## src/rtl/load_store_unit.sv

```systemverilog
`timescale 1ns/1ps
`default_nettype none
// ============================================================================
// Module   : load_store_unit
// Purpose  : MEM-stage load/store unit in front of a word-wide data memory.
//            Word stores go straight through in one cycle. Loads take two
//            cycles and return aligned, sign/zero-extended data. Byte and
//            halfword stores are done as read-modify-write sequences.
//            Misaligned and out-of-range requests raise one-cycle exception
//            pulses and are otherwise dropped.
// Ports    : clk, nReset (async, active low)
//            req_*          byte-addressed request from the pipeline
//            stall          hold MEM stage and earlier
//            load_valid / load_data      load result
//            misaligned / access_fault   exception pulses
//            Mem_W_En, Mem_R_En, mem_address, mem_writeData, mem_readData
//                           word-wide data memory port (1-cycle read latency)
// Revision : 1.0  initial release
// ============================================================================
module load_store_unit #(
  parameter int DATA_WIDTH = 32,
  parameter int ADDR_WIDTH = 10
) (
  input  logic                  clk,
  input  logic                  nReset,
  input  logic                  req_valid,
  input  logic                  req_write,
  input  logic [1:0]            req_size,
  input  logic                  req_unsigned,
  input  logic [31:0]           req_addr,
  input  logic [DATA_WIDTH-1:0] req_wdata,
  output logic                  stall,
  output logic                  load_valid,
  output logic [DATA_WIDTH-1:0] load_data,
  output logic                  misaligned,
  output logic                  access_fault,
  output logic                  Mem_W_En,
  output logic                  Mem_R_En,
  output logic [ADDR_WIDTH-1:0] mem_address,
  output logic [DATA_WIDTH-1:0] mem_writeData,
  input  logic [DATA_WIDTH-1:0] mem_readData
);

  localparam logic [1:0] S_IDLE      = 2'd0;
  localparam logic [1:0] S_LOAD_WAIT = 2'd1;
  localparam logic [1:0] S_RMW_READ  = 2'd2;
  localparam logic [1:0] S_RMW_WRITE = 2'd3;

  localparam logic [1:0] SZ_BYTE = 2'b00;
  localparam logic [1:0] SZ_HALF = 2'b01;
  localparam logic [1:0] SZ_WORD = 2'b10;

  logic [1:0]            r_state;
  logic [1:0]            w_next_state;

  // Request captured at acceptance; used by every non-IDLE state.
  logic [ADDR_WIDTH-1:0] r_word_addr;
  logic [1:0]            r_lane;
  logic [1:0]            r_size;
  logic                  r_unsigned;
  logic [15:0]           r_wdata;
  logic [31:0]           r_merge;

  logic                  w_misaligned;
  logic                  w_fault;
  logic                  w_legal;
  logic                  w_word_store;
  logic [31:0]           w_merge;
  logic [31:0]           w_load_data;
  logic [7:0]            w_byte;
  logic [15:0]           w_half;

  // --------------------------------------------------------------------------
  // Request checks (only meaningful in IDLE)
  // --------------------------------------------------------------------------
  always_comb begin
    w_misaligned = (req_size == 2'b11)
                || (req_size == SZ_HALF && req_addr[0])
                || (req_size == SZ_WORD && req_addr[1:0] != 2'b00);
    // Misalignment takes priority; any address bit above the memory is a fault.
    w_fault      = !w_misaligned && (|req_addr[31:ADDR_WIDTH+2]);
    w_legal      = req_valid && !w_misaligned && !w_fault;
    w_word_store = w_legal && req_write && (req_size == SZ_WORD);
  end

  // --------------------------------------------------------------------------
  // Load alignment/extension and RMW merge, both from the captured request
  // --------------------------------------------------------------------------
  always_comb begin
    w_byte = mem_readData[{r_lane, 3'b000} +: 8];
    w_half = r_lane[1] ? mem_readData[31:16] : mem_readData[15:0];
    case (r_size)
      SZ_BYTE: w_load_data = {{24{~r_unsigned & w_byte[7]}}, w_byte};
      SZ_HALF: w_load_data = {{16{~r_unsigned & w_half[15]}}, w_half};
      default: w_load_data = mem_readData;
    endcase

    w_merge = mem_readData;
    if (r_size == SZ_BYTE) begin
      w_merge[{r_lane, 3'b000} +: 8] = r_wdata[7:0];
    end else begin
      w_merge[{r_lane[1], 4'b0000} +: 16] = r_wdata;
    end
  end

  // --------------------------------------------------------------------------
  // FSM: state register
  // --------------------------------------------------------------------------
  always_ff @(posedge clk or negedge nReset) begin
    if (!nReset) begin
      r_state <= S_IDLE;
    end else begin
      r_state <= w_next_state;
    end
  end

  // --------------------------------------------------------------------------
  // FSM: next state
  // --------------------------------------------------------------------------
  always_comb begin
    w_next_state = r_state;
    case (r_state)
      S_IDLE: begin
        if (w_legal && !w_word_store) begin
          w_next_state = req_write ? S_RMW_READ : S_LOAD_WAIT;
        end
      end
      S_LOAD_WAIT: w_next_state = S_IDLE;
      S_RMW_READ:  w_next_state = S_RMW_WRITE;
      S_RMW_WRITE: w_next_state = S_IDLE;
      default:     w_next_state = S_IDLE;
    endcase
  end

  // --------------------------------------------------------------------------
  // FSM: outputs
  // Everything is forced to its reset value while nReset is low, so a reset
  // landing mid-sequence (or on a live request) never produces an enable.
  // --------------------------------------------------------------------------
  always_comb begin
    stall         = 1'b0;
    load_valid    = 1'b0;
    load_data     = '0;
    misaligned    = 1'b0;
    access_fault  = 1'b0;
    Mem_W_En      = 1'b0;
    Mem_R_En      = 1'b0;
    mem_address   = '0;
    mem_writeData = '0;
    if (nReset) begin
      case (r_state)
        S_IDLE: begin
          mem_address  = req_addr[ADDR_WIDTH+1:2];
          misaligned   = req_valid && w_misaligned;
          access_fault = req_valid && w_fault;
          if (w_word_store) begin
            Mem_W_En      = 1'b1;
            mem_writeData = req_wdata;
          end else if (w_legal) begin
            // Loads and sub-word stores both start with a read.
            Mem_R_En = 1'b1;
            stall    = 1'b1;
          end
        end
        S_LOAD_WAIT: begin
          mem_address = r_word_addr;
          load_valid  = 1'b1;
          load_data   = w_load_data;
        end
        S_RMW_READ: begin
          mem_address = r_word_addr;
          stall       = 1'b1;
        end
        S_RMW_WRITE: begin
          mem_address   = r_word_addr;
          Mem_W_En      = 1'b1;
          mem_writeData = r_merge;
        end
        default: begin
          stall = 1'b0;
        end
      endcase
    end
  end

  // --------------------------------------------------------------------------
  // Request capture and merge register
  // --------------------------------------------------------------------------
  always_ff @(posedge clk or negedge nReset) begin
    if (!nReset) begin
      r_word_addr <= '0;
      r_lane      <= '0;
      r_size      <= '0;
      r_unsigned  <= 1'b0;
      r_wdata     <= '0;
      r_merge     <= '0;
    end else begin
      if (r_state == S_IDLE && w_legal && !w_word_store) begin
        r_word_addr <= req_addr[ADDR_WIDTH+1:2];
        r_lane      <= req_addr[1:0];
        r_size      <= req_size;
        r_unsigned  <= req_unsigned;
        r_wdata     <= req_wdata[15:0];
      end
      if (r_state == S_RMW_READ) begin
        r_merge <= w_merge;
      end
    end
  end

endmodule
`default_nettype wire

```

## config.mk

```make
export PLATFORM = sky130hd
export DESIGN_NAME = load_store_unit
export DESIGN_NICKNAME = d
export VERILOG_FILES = /design/src/rtl/load_store_unit.sv
export SDC_FILE = /design/constraint.sdc
export NUM_CORES = 1
export LEC_CHECK = 0
export CORE_ASPECT_RATIO = 0.8
export CORE_UTILIZATION = 48
export DETAILED_ROUTE_END_ITERATION = 10
export PLACE_DENSITY = 0.86
export SKIP_CTS_REPAIR_TIMING = 1
export SYNTH_ARGS = -nofsm -noshare
export SYNTH_HDL_FRONTEND = slang
export SYNTH_SLANG_ARGS = --single-unit
```

## constraint.sdc

```tcl
create_clock -name clk -period 4.8 [get_ports clk]
set_clock_uncertainty 0.05 [all_clocks]
set_input_delay 0.96 -clock clk [delete_from_list [all_inputs] [get_ports clk]]
set_output_delay 0.96 -clock clk [all_outputs]
set_load 0.005 [all_outputs]
```

Word-level counts from Yosys, hierarchy flattened
Cells that the tools add are included.

storage, ports and cells
  logic and storage cells = 78
  input bits = 103
  bits in registers = 65
  output and inout bits = 80

operators by class
  shifts and indexed selects = 5
  mux-type cells = 30
  equality and inequality tests = 8
  reductions and logical operators = 23
  add/subtract/negate cells = 2
  bitwise operators = 3

operators by type and width
  operator                 number
  $mux 32                  5
  $pmux 32 s2              2
  $bwmux 32                2
  $shift 16x7->32 const A  1
  $shift 8x7->32 const A   1
  $shiftx 16x7->32         1
  $shiftx 32x6->8          1
  $shiftx 8x7->32          1
  $pmux 10 s2              1
  $reduce_or 20->1         1
  $mux 16                  1
  $neg 5->7                2
  $mux 1                   13
  $logic_and 1x1->1        12
  $mux 10                  1
  $eq 2x2->1 const B       4
  $eq 2x1->1 const B       3
  $pmux 2 s3               1
  $logic_not 2->1          2
  $mux 2                   2
  $pmux 1 s2               2
  $logic_not 1->1          3
  $reduce_or 3->1          1
  $and 1x1->1              2
  other kinds (5)          6

Depth between registers and ports, before layout
Gate-level depths: netlist (run 1).

  depth in word-level cells = 14
  depth in mapped cells = 10

Worst setup path after synthesis (run 1)
No wires, ideal clock.

  path kind = in2out
  from = input req_addr[26]
  to = output Mem_W_En
  stages = 5
  setup slack = 1.400 ns
  buffers on the path = 1
  arrival time = 2.390 ns
  cell sequence = nor4_4 nand3_2 or4_1 clkbuf_1 a21oi_1

between the ends
  longest elaborated chain between the ends = 9

RTL lines
  item                             line  RTL
  start: declaration               30    input logic [31:0] req_addr,
  $reduce_or 20->1                 81    w_fault = !w_misaligned && (|req_addr[31:ADDR_WIDTH+2]);
  $logic_and 1x1->1                81
  $logic_not 1->1                  82    w_legal = req_valid && !w_misaligned && !w_fault;
  $logic_and 1x1->1                82
  $logic_and 1x1->1 (2 in series)  83    w_word_store = w_legal && req_write && (req_size == SZ_WORD);
  $mux 1                           156   if (w_word_store) begin
  $pmux 1 s2                       151   case (r_state)
  $mux 1                           150   if (nReset) begin
  end: declaration                 37    output logic Mem_W_En,

No other way between the ends.

Worst setup path in the final report (run 1)
  from = input req_addr[26]
  to = output mem_writeData[31]

between the ends
  longest elaborated chain between the ends = 9

RTL lines
  item                             line  RTL
  $reduce_or 20->1                 81
  $logic_and 1x1->1                81
  $logic_not 1->1                  82
  $logic_and 1x1->1                82
  $logic_and 1x1->1 (2 in series)  83
  $mux 32                          156
  $pmux 32 s2                      151
  $mux 32                          150
  end: declaration                 40    output logic [DATA_WIDTH-1:0] mem_writeData,

No other way between the ends.

==> metrics, run 1 <==
status=complete, no violations; DR vias/cell=6.09; Syn Inst Count=approximately 540; met2 wire len=approximately 7.7 mm; number of synthesized flops with an enable pin=0; layout cells sized above 1=between 10% and 20%; crit path kind=in -> out; met3 wire len=roughly 1.7 mm; pin count of the biggest net entering global routing=between 60 and 70; Starting DRT DRC Count=between 400 and 500; clk sinks=65; top_reg_cell synth=dfrtp_1; Crit. End Element=primary output; Synth area leaders=dfrtp_1 (34%), mux2_4 (9.2%), nor2_1 (4.6%); Top Layer Used=met4; Clk pin slew, worst setup/hold paths=~0.060 ns; P&R area growth vs syn=47.5%; Die Ht=slightly above 90 µm; FF+latch count, synth=between 60 and 70; Total Wirelength=17.1 mm; post-route ant nets=0; Max Slew Vio Count=0; top-area cell type share of the netlist area=roughly 34%; TNS Setup=0 ns; fmax=223 MHz; clock insertion delay at the later pin of the skew report=0.33 ns; actual slew at the worst max-slew pin=1.10 ns; Initial Util=between 40% and 50%; full die area=between 0.01 and 0.015 mm²; clock root cell=clkbuf_16; Hold Path Class=reg -> reg; core area=between 0.009 and 0.01 mm²; cell area after synthesis=roughly 0.0048 mm²; syn_area_per_cell=around 8.8 µm²; Post-synth ARST share=100%; Hold Crit Start=r_merge[9]; crit-path cells=clkdlybuf4s50_1 > nor4_4 > nand3_2 > or4_1 > buf_4 > o21ai_1 > clkdlybuf4s50_1; Finished Cell Area=0.00701 mm²; minimum clock period=about 4.5 ns; initial antenna violation count=0; DRC=0; Routed wire per std cell=20.3 µm; # setup viols final=0; Synth cell types=47; IO Port Bufs=182; Final Cycle Share=between 90% and 100%; met1 WL=roughly 7.2 mm; relative slew slack=25.6%; GP Congestion=approximately 0.96; RR Endpoint=r_merge[24]; grt ovf=0; via count=between 5000 and 6000; # IOs=~180; Worst Reg-to-Reg Cells=6; Pwr Density=368 mW/mm²; synthesized netlist net count=651; layout net count=approximately 800; Num CTS Buffers=9; Syn. warnings=0; Die Width=approximately 110 µm; global-route wire length before repair=~27 mm; most frequent cells in the layout=clkdlybuf4s50_1 (181), dfrtp_1 (65), nor2_1 (56), nand2_1 (51), nand3_1 (34); post-detail-place hpwl=12.4 mm; Clock Tree Buf Depth=2; slowest CP cell=clkdlybuf4s50_1; most common cell after layout, fill and taps aside=clkdlybuf4s50_1; CP max stage delay=0.54 ns; CP max FO=33; Antenna Cells=0; Site Rows=32; maximum vdd drop=0.275 mV; max-cap violation count=0; Startpoint Class=input port; CP Data Required Time=between 3 and 4 ns; CTS tree=done; dpl cell area=0.00667 mm²; Tot Pwr=approximately 2.6 mW; Hold Path End=r_merge[9]; CTS H-tree lvls=3; reg2reg setup slack=around 1.8 ns; CP most frequent cell=clkdlybuf4s50_1; Seq/Total Area, Yosys=between 30% and 40%; Initial DRT Pass Iterations=6; Leakage=2.96 nW; Synth area leader=dfrtp_1; RSZ-0062 raised after global routing=no; hold depth=1; Final Hold Viols=0; reg2reg start=r_lane[1]; critical path arrival=around 3.5 ns; total global-route track usage=approximately 34%; vias in the first global route=around 5000
state kept, by name, indices dropped and copies added (netlist names):
register	flops
r_merge	32
r_wdata	16
r_word_addr	10
r_lane	2
r_size	2
r_state	2
r_unsigned	1
power breakdown:
part           internal, mW  switching [mW]
Clock                 0.508           0.260
Combinational         0.496           0.529
Sequential            0.697          0.0871
Total                  1.70           0.876
synth_stat cells, types with 2 or more instances:
library cell  count
or4_1             3
a41o_1            2
a21oi_1          31
mux2_2           17
mux2i_1          10
nand2_1          51
a222oi_1          7
o21ai_1          32
buf_2             2
nor2b_1          25
buf_1             2
nor3_1            4
o21a_1            2
nor2_1           58
nor4_1            4
clkbuf_1         36
nand2b_1          2
dfrtp_1          65
a221oi_1         24
nand3_1          34
a2bb2oi_1         8
inv_1            17
mux2_4           29
a21o_1           16
a211oi_1         17
mux2_1            2
buf_6             4
o21ai_0           8
ha_1              9
critical path: cells and delay by family:
family,cells,cell delay [ns]
buffers and inverters,3,1.24
AO/OA/AOI/OAI,1,0.19
AND/OR/NAND/NOR,3,1.05
layout make-up:
cell class | instances | area (µm²)
clock buffer | 9 | 225
clock inverter | 6 | 116
fill | 732 | 2640
inverter | 18 | 67.6
multi-input combinational | 412 | 2880
sequential | 65 | 1630
tap | 136 | 170
timing repair buffer | 195 | 1930
logic make-up (layout without fill, tap and decap cells):
family | Yosys count | after routing | synth area share [%]
AND/OR/NAND/NOR | 189 | 189 | 19.0
flip-flops | 65 | 65 | 34.2
multiplexers | 59 | 59 | 16.2
buffers and inverters | 62 | 228 | 5.58
adder cells (fa/ha/maj) | 9 | 9 | 2.37
AO/OA/AOI/OAI | 155 | 155 | 22.6
metal layers:
layer  GRT usage [%]  up-vias
met5               0        -
met4            12.8        0
li1                -     2296
met1            46.4     2481
met2            52.4      308
met3            7.28       38
how the worst max path moves through the flow:
stage	from	endpoint	slack [ns]	cells after the start
2_1_floorplan	req_addr[26]	Mem_W_En	1.40	5
3_3_place_gp	req_addr[26]	Mem_W_En	0.43	7
3_5_place_dp	req_addr[26]	mem_writeData[31]	0.34	7
4_1_cts	req_addr[26]	mem_writeData[1]	0.33	7
5_1_grt	req_size[0]	mem_writeData[4]	0.16	7
6_report	req_addr[26]	mem_writeData[31]	0.32	7
stage by stage:
stage | utilization, % | std cells | setup slack (ns) | hold WS (ns)
2_1_floorplan | - | 539 | 1.40 | 0.424
3_3_place_gp | 69.1 | 826 | 0.431 | 0.440
3_5_place_dp | 69.1 | 826 | 0.342 | 0.445
4_1_cts | 72.7 | 841 | 0.328 | 0.461
5_1_grt | 72.7 | 841 | 0.162 | 0.475
6_report | 72.7 | 841 | 0.323 | 0.460
(Power assumes the default switching activity.)
==> run 2: changes to the inputs <==
- CORE_ASPECT_RATIO: 0.8 -> 1.1
- CTS_CLUSTER_DIAMETER: default -> 60
==> run 2 against run 1 <==
Against the previous run:
- cell count fell by 2.1%
- total power fell by 13%
- utilization fell by 0.80 points
- maximum frequency fell by 2.2%
- sequential share of layout area rose by 0.65 points
- combinational power barely moved
- register-to-register slack improved by 0.25 ns
- critical path depth did not move
- hold slack got worse by 0.077 ns
==> metrics, run 2 (synthesis gave the netlist of run 1 again) <==
status=complete, no violations; Post-Layout Cell Count=823 (-2.1%); CTS tree=done; Initial DRT Pass Iterations=6 (unchanged); max reg flops=32 (unchanged); Final Hold Viols=0 (unchanged); global-route wire length before repair=26.1 mm (-2.1%); initial antenna violation count=0 (unchanged); Die Width=96.9 µm (-14%); Die Ht=106 µm (+17%); # setup viols final=0 (unchanged); DRC=0 (unchanged); Total Wirelength=16.4 mm (-4.2%); fmax=218 MHz (-2.2%); Startpoint Class=input port; biggest regs=r_merge x32, r_wdata x16, r_word_addr x10; layout net count=813 (unchanged); maximum vdd drop=0.246 mV (-11%); CTS H-tree lvls=3 (unchanged); P&R area growth vs syn=43.5%; via count=5097 (-0.51%); minimum clock period=4.58 ns (+0.101 ns); TNS Setup=0 ns (unchanged); # IOs=183 (unchanged); part of the power in registers=35.3% (+4.9 points); combinational cell fraction of total power=45.1% (+5.4 points); Top Layer Used=met4; total global-route track usage=31.9% (-2.0 points); most common cell after layout, fill and taps aside=clkdlybuf4s50_1; grt ovf=0 (unchanged); met1 WL=6.47 mm (-9.6%); layout cells sized above 1=11.8% (-0.16 points); full die area=0.0103 mm² (about the same); Starting DRT DRC Count=405 (-0.98%); most frequent cells in the layout=clkdlybuf4s50_1 (181), dfrtp_1 (65), nor2_1 (56), nand2_1 (51), nand3_1 (34); met3 wire len=1.41 mm (-19%); GP Congestion=0.937 (-2.3%); Crit. End Element=primary output; Pwr Density=329 mW/mm² (-11%); Antenna Cells=0 (unchanged); Finished Cell Area=0.00682 mm² (-2.7%); crit path kind=in -> out; RSZ-0062 raised after global routing=no; Max Slew Vio Count=0 (unchanged); dpl cell area=0.00664 mm² (-0.45%); Final Cycle Share=95.4% (+2.1 points); CP Data Required Time=3.79 ns (about the same); IO Port Bufs=182 (unchanged); pin count of the biggest net entering global routing=63 (-3.1%); Worst Reg-to-Reg Cells=7 (+1); met2 wire len=8.00 mm (+4.1%); Site Rows=37 (+16%); FILL cells=706 (-3.6%); NetSw=834 µW (-4.8%); post-route ant nets=0 (unchanged); relative slew slack=43.7% (+18 points); cell internal pwr=1.41 mW (-17%); critical path arrival=3.57 ns (+0.10 ns); core area=0.00949 mm² (-1.6%); vias in the first global route=5087 (+4.3%); Placed Instances=807 (-2.3%); Clock power frac=19.6% (-10 points); clock root cell=clkbuf_8; Clk pin slew, worst setup/hold paths=0.07 ns (about the same); Leakage=2.89 nW (-2.4%); actual slew at the worst max-slew pin=0.838 ns (-0.263 ns); CP max FO=32 (-3.0%); Tot Pwr=2.24 mW (-13%); Initial Util=50.1% (+0.82 points); clock insertion delay at the later pin of the skew report=0.35 ns (+0.02 ns); reg2reg setup slack=2.07 ns (+0.25 ns); clk sinks=65 (unchanged); post-detail-place hpwl=11.9 mm (-3.8%); sw frac=37.2% (+3.3 points); Most flops, register=r_merge; max-cap violation count=0 (unchanged); DR vias/cell=6.19 (+1.7%); Hold Path Class=in -> async; Num CTS Buffers=9 (unchanged); Clock Tree Buf Depth=2 (unchanged); Routed wire per std cell=19.9 µm (-2.1%)
==> run 2: cell count changes in the layout (fill, tap and decap cells not counted) <==
| cell | previous run | this run |
|---|---|---|
| clkbuf_8 | 0 | 11 |
| clkbuf_16 | 9 | 0 |
| bufinv_16 | 3 | 0 |
| clkinv_2 | 0 | 3 |
| clkbuf_1 | 0 | 2 |
| clkinv_4 | 2 | 0 |
| inv_6 | 1 | 0 |
| nor4_1 | 4 | 3 |
| nor4_2 | 0 | 1 |
| nor4bb_1 | 0 | 1 |
| nor4bb_2 | 1 | 0 |
==> run 2: final timing paths <==
kind / from / endpoint
min in group clk: r_merge[11] / r_merge[11]
max: req_addr[18] / mem_writeData[2]
max in group asynchronous: nReset / r_merge[24]
min: nReset / r_merge[4]
min reg2reg: r_merge[11] / r_merge[11]
max reg2reg: r_lane[1] / r_merge[31]
==> run 2: area by class of cell <==
| class | count | area [µm²] | area share, % |
|---|---|---|---|
| inverters | 18 | 67.6 | 0.991 |
| flip-flops and latches | 65 | 1630 | 23.9 |
| multi-input cells | 412 | 2880 | 42.2 |
| clock buffers | 13 | 159 | 2.33 |
| well taps | 117 | 146 | 2.15 |
| clock inverters | 3 | 15.0 | 0.220 |
| repair buffers | 195 | 1930 | 28.3 |
==> run 2: worst max-delay path, stage by stage <==
cell and delay, ns:
clkdlybuf4s50_1 0.42, nor4_2 0.42, nand4_1 0.24, or4_1 0.48, buf_4 0.27, o21ai_1 0.24
clkdlybuf4s50_1 0.54
==> run 2: metrics by stage <==
| step | worst slack (ns) | hold slack (ns) | utilization, % |
|---|---|---|---|
| after floorplan | 1.40 | 0.424 | - |
| after global placement | 0.315 | 0.443 | 70.0 |
| after detailed placement | 0.262 | 0.447 | 70.0 |
| after CTS | 0.223 | 0.378 | 71.8 |
| after global routing | 0.0189 | 0.373 | 71.9 |
| final | 0.222 | 0.383 | 71.9 |
==> run 2: power groups by stage <==
stage	logic [mW]	clock network (mW)	registers, mW
final	1.01	0.439	0.790
after floorplan	0.593	0	0.761
after CTS	1.01	0.434	0.787
after global routing	1.10	0.464	0.807
after detailed placement	1.00	0	0.795
after global placement	0.973	0	0.788
==> run 2: routing by layer <==
layer	global-route usage [%]	vias to the layer above
li1	-	2288
met1	40.1	2458
met2	54.2	301
met3	6.05	50
met4	12.2	0
met5	0	-
==> run 3: changes to the inputs <==
- CORE_ASPECT_RATIO: 1.1 -> default
==> run 3 against run 2 <==
Against the previous run:
- critical path depth stayed put
- hold slack lost 0.0033 ns
- via count is 2.4% lower
- routed wire length is 2.9% higher
- sequential power decreased by 1%
- die area about the same
- worst setup slack improved by 0.035 ns
- first-iteration DRC count down 2.7%
- register-to-register slack better by 0.08 ns
- sequential share of layout area shrank 0.10 points
- maximum frequency is 0.77% higher
- total power grew 1.9%
- critical endpoint is now mem_writeData[15]
==> metrics, run 3 (synthesis gave the netlist of run 1 again) <==
M3 GR Usage=4.55% (-1.5 points); Initial DRT Pass Iterations=5 (-1); layer with the highest usage=met2; clk sinks=65 (unchanged); CP max stage delay=0.57 ns (+0.03 ns); core area=0.00942 mm² (-0.79%); post-route ant nets=0 (unchanged); Num CTS Buffers=9 (unchanged); part of the power in registers=34.2% (-1.1 points); vias in the first global route=5052 (-0.69%); Site Rows=35 (-5.4%); full die area=0.0103 mm² (about the same); clock root cell=clkbuf_8; cell internal pwr=1.46 mW (+3.6%); # IOs=183 (unchanged); Clock Tree Buf Depth=2 (unchanged); actual slew at the worst max-slew pin=0.798 ns (-0.0397 ns); TNS Setup=0 ns (unchanged); initial antenna violation count=0 (unchanged); reg2reg start=r_lane[1]; IO Port Bufs=182 (unchanged); RR Endpoint=r_merge[26]; Routed wire per std cell=20.2 µm (+1.5%); CP max FO=32 (unchanged); Leakage=2.90 nW (+0.30%); sw frac=36.2% (-1.0 points); DR vias/cell=5.97 (-3.7%); dpl cell area=0.00665 mm² (+0.23%); Antenna Cells=0 (unchanged); global-route wire length before repair=26.4 mm (+0.85%); Final Hold Viols=0 (unchanged); P&R area growth vs syn=44.1%; most common cell after layout, fill and taps aside=clkdlybuf4s50_1; via count=4976 (-2.4%); layout net count=813 (unchanged); slowest CP cell=or4_1; pin count of the biggest net entering global routing=53 (-16%); CTS H-tree lvls=3 (unchanged); crit path kind=in -> out; combinational cell fraction of total power=44.7% (-0.4 points); GP Congestion=0.894 (-4.6%); crit-path cells=clkdlybuf4s50_1 > nor3_1 > nor2_1 > or4_1 > buf_4 > o21ai_1 > clkdlybuf4s50_1; fmax=220 MHz (+0.77%); DRC=0 (unchanged); Finished Cell Area=0.00685 mm² (+0.44%); clock insertion delay at the later pin of the skew report=0.35 ns (about the same); CTS tree=done; Initial Util=50.5% (+0.40 points); Pwr Density=333 mW/mm² (+1.5%); reg2reg setup slack=2.15 ns (+0.08 ns); Worst Reg-to-Reg Cells=7 (unchanged); relative slew slack=46.4% (+2.7 points); # setup viols final=0 (unchanged); Clock power frac=21.1% (+1.5 points); Most flops, register=r_merge; grt ovf=0 (unchanged); Startpoint Class=input port; Starting DRT DRC Count=394 (-2.7%); Final Cycle Share=94.7% (-0.73 points); NetSw=827 µW (-0.89%); post-detail-place hpwl=12.5 mm (+4.5%); Max Slew Vio Count=0 (unchanged); Crit. End Element=primary output; routing usage on met2=56.1% (+2.0 points); critical path arrival=3.53 ns (-0.04 ns); maximum vdd drop=0.199 mV (-19%); Total Wirelength=16.8 mm (+2.9%); Clk pin slew, worst setup/hold paths=0.08 ns (about the same); minimum clock period=4.54 ns (-0.0350 ns); most frequent cells in the layout=clkdlybuf4s50_1 (181), dfrtp_1 (65), nor2_1 (56), nand2_1 (51), nand3_1 (34); biggest regs=r_merge x32, r_wdata x16, r_word_addr x10; layout cells sized above 1=11.6% (-0.13 points); Die Width=102 µm (+4.8%); total global-route track usage=33.7% (+1.8 points); status=complete, no violations; Die Ht=102 µm (-4.6%); met1 Use GR=43.6% (+3.4 points); CP most frequent cell=clkdlybuf4s50_1; RSZ-0062 raised after global routing=no; max-cap violation count=0 (unchanged); max reg flops=32 (unchanged); Hold Path Class=in -> async; CP Data Required Time=3.79 ns (about the same)
run 3: area by class of cell:
| cell class | instances | area [µm²] |
|---|---|---|
| inverters | 18 | 67.6 |
| multi-input cells | 412 | 2870 |
| repair buffers | 195 | 1930 |
| clock buffers | 12 | 155 |
| flip-flops and latches | 65 | 1630 |
| fillers | 731 | 2570 |
| well taps | 129 | 161 |
| clock inverters | 3 | 40.0 |
run 3: worst max path at each step:
stage	depth (start not counted)	to	slack, ns	start
detailed placement	7	mem_writeData[6]	0.27	req_addr[0]
finish	7	mem_writeData[15]	0.26	req_addr[0]
global placement	7	mem_writeData[21]	0.39	req_addr[26]
global route	7	mem_writeData[15]	0.08	req_addr[0]
floorplan	5	Mem_W_En	1.40	req_addr[26]
CTS	7	mem_writeData[6]	0.27	req_addr[0]
run 3: critical path, delay by kind of cell:
family	cells	cell delay [ns]
AO/OA/AOI/OAI	1	0.19
AND/OR/NAND/NOR	3	1.10
buffers and inverters	3	1.25
run 3: power by group through the flow:
stage / Clock, mW / Combinational (mW) / Sequential, mW
2_1_floorplan: 0 / 0.593 / 0.761
4_1_cts: 0.485 / 1.02 / 0.777
6_report: 0.482 / 1.02 / 0.780
3_5_place_dp: 0 / 1.02 / 0.787
3_3_place_gp: 0 / 0.986 / 0.777
5_1_grt: 0.510 / 1.11 / 0.796
run 3: per-layer routing:
metal  wire length, µm  vias up
met3              1090       37
met4               492        0
met2              8180      222
met5                 0        -
met1              7080     2423
li1                  -     2294
run 3: per-stage QoR:
step	total power, mW	worst slack [ns]	instances	hold WS, ns	utilization (%)
finish	2.28	0.257	834	0.380	72.7
global route	2.42	0.0841	834	0.361	72.7
CTS	2.28	0.266	834	0.370	72.7
detailed placement	1.80	0.274	819	0.445	70.7
global placement	1.76	0.389	819	0.435	70.7
floorplan	1.35	1.40	539	0.424	-
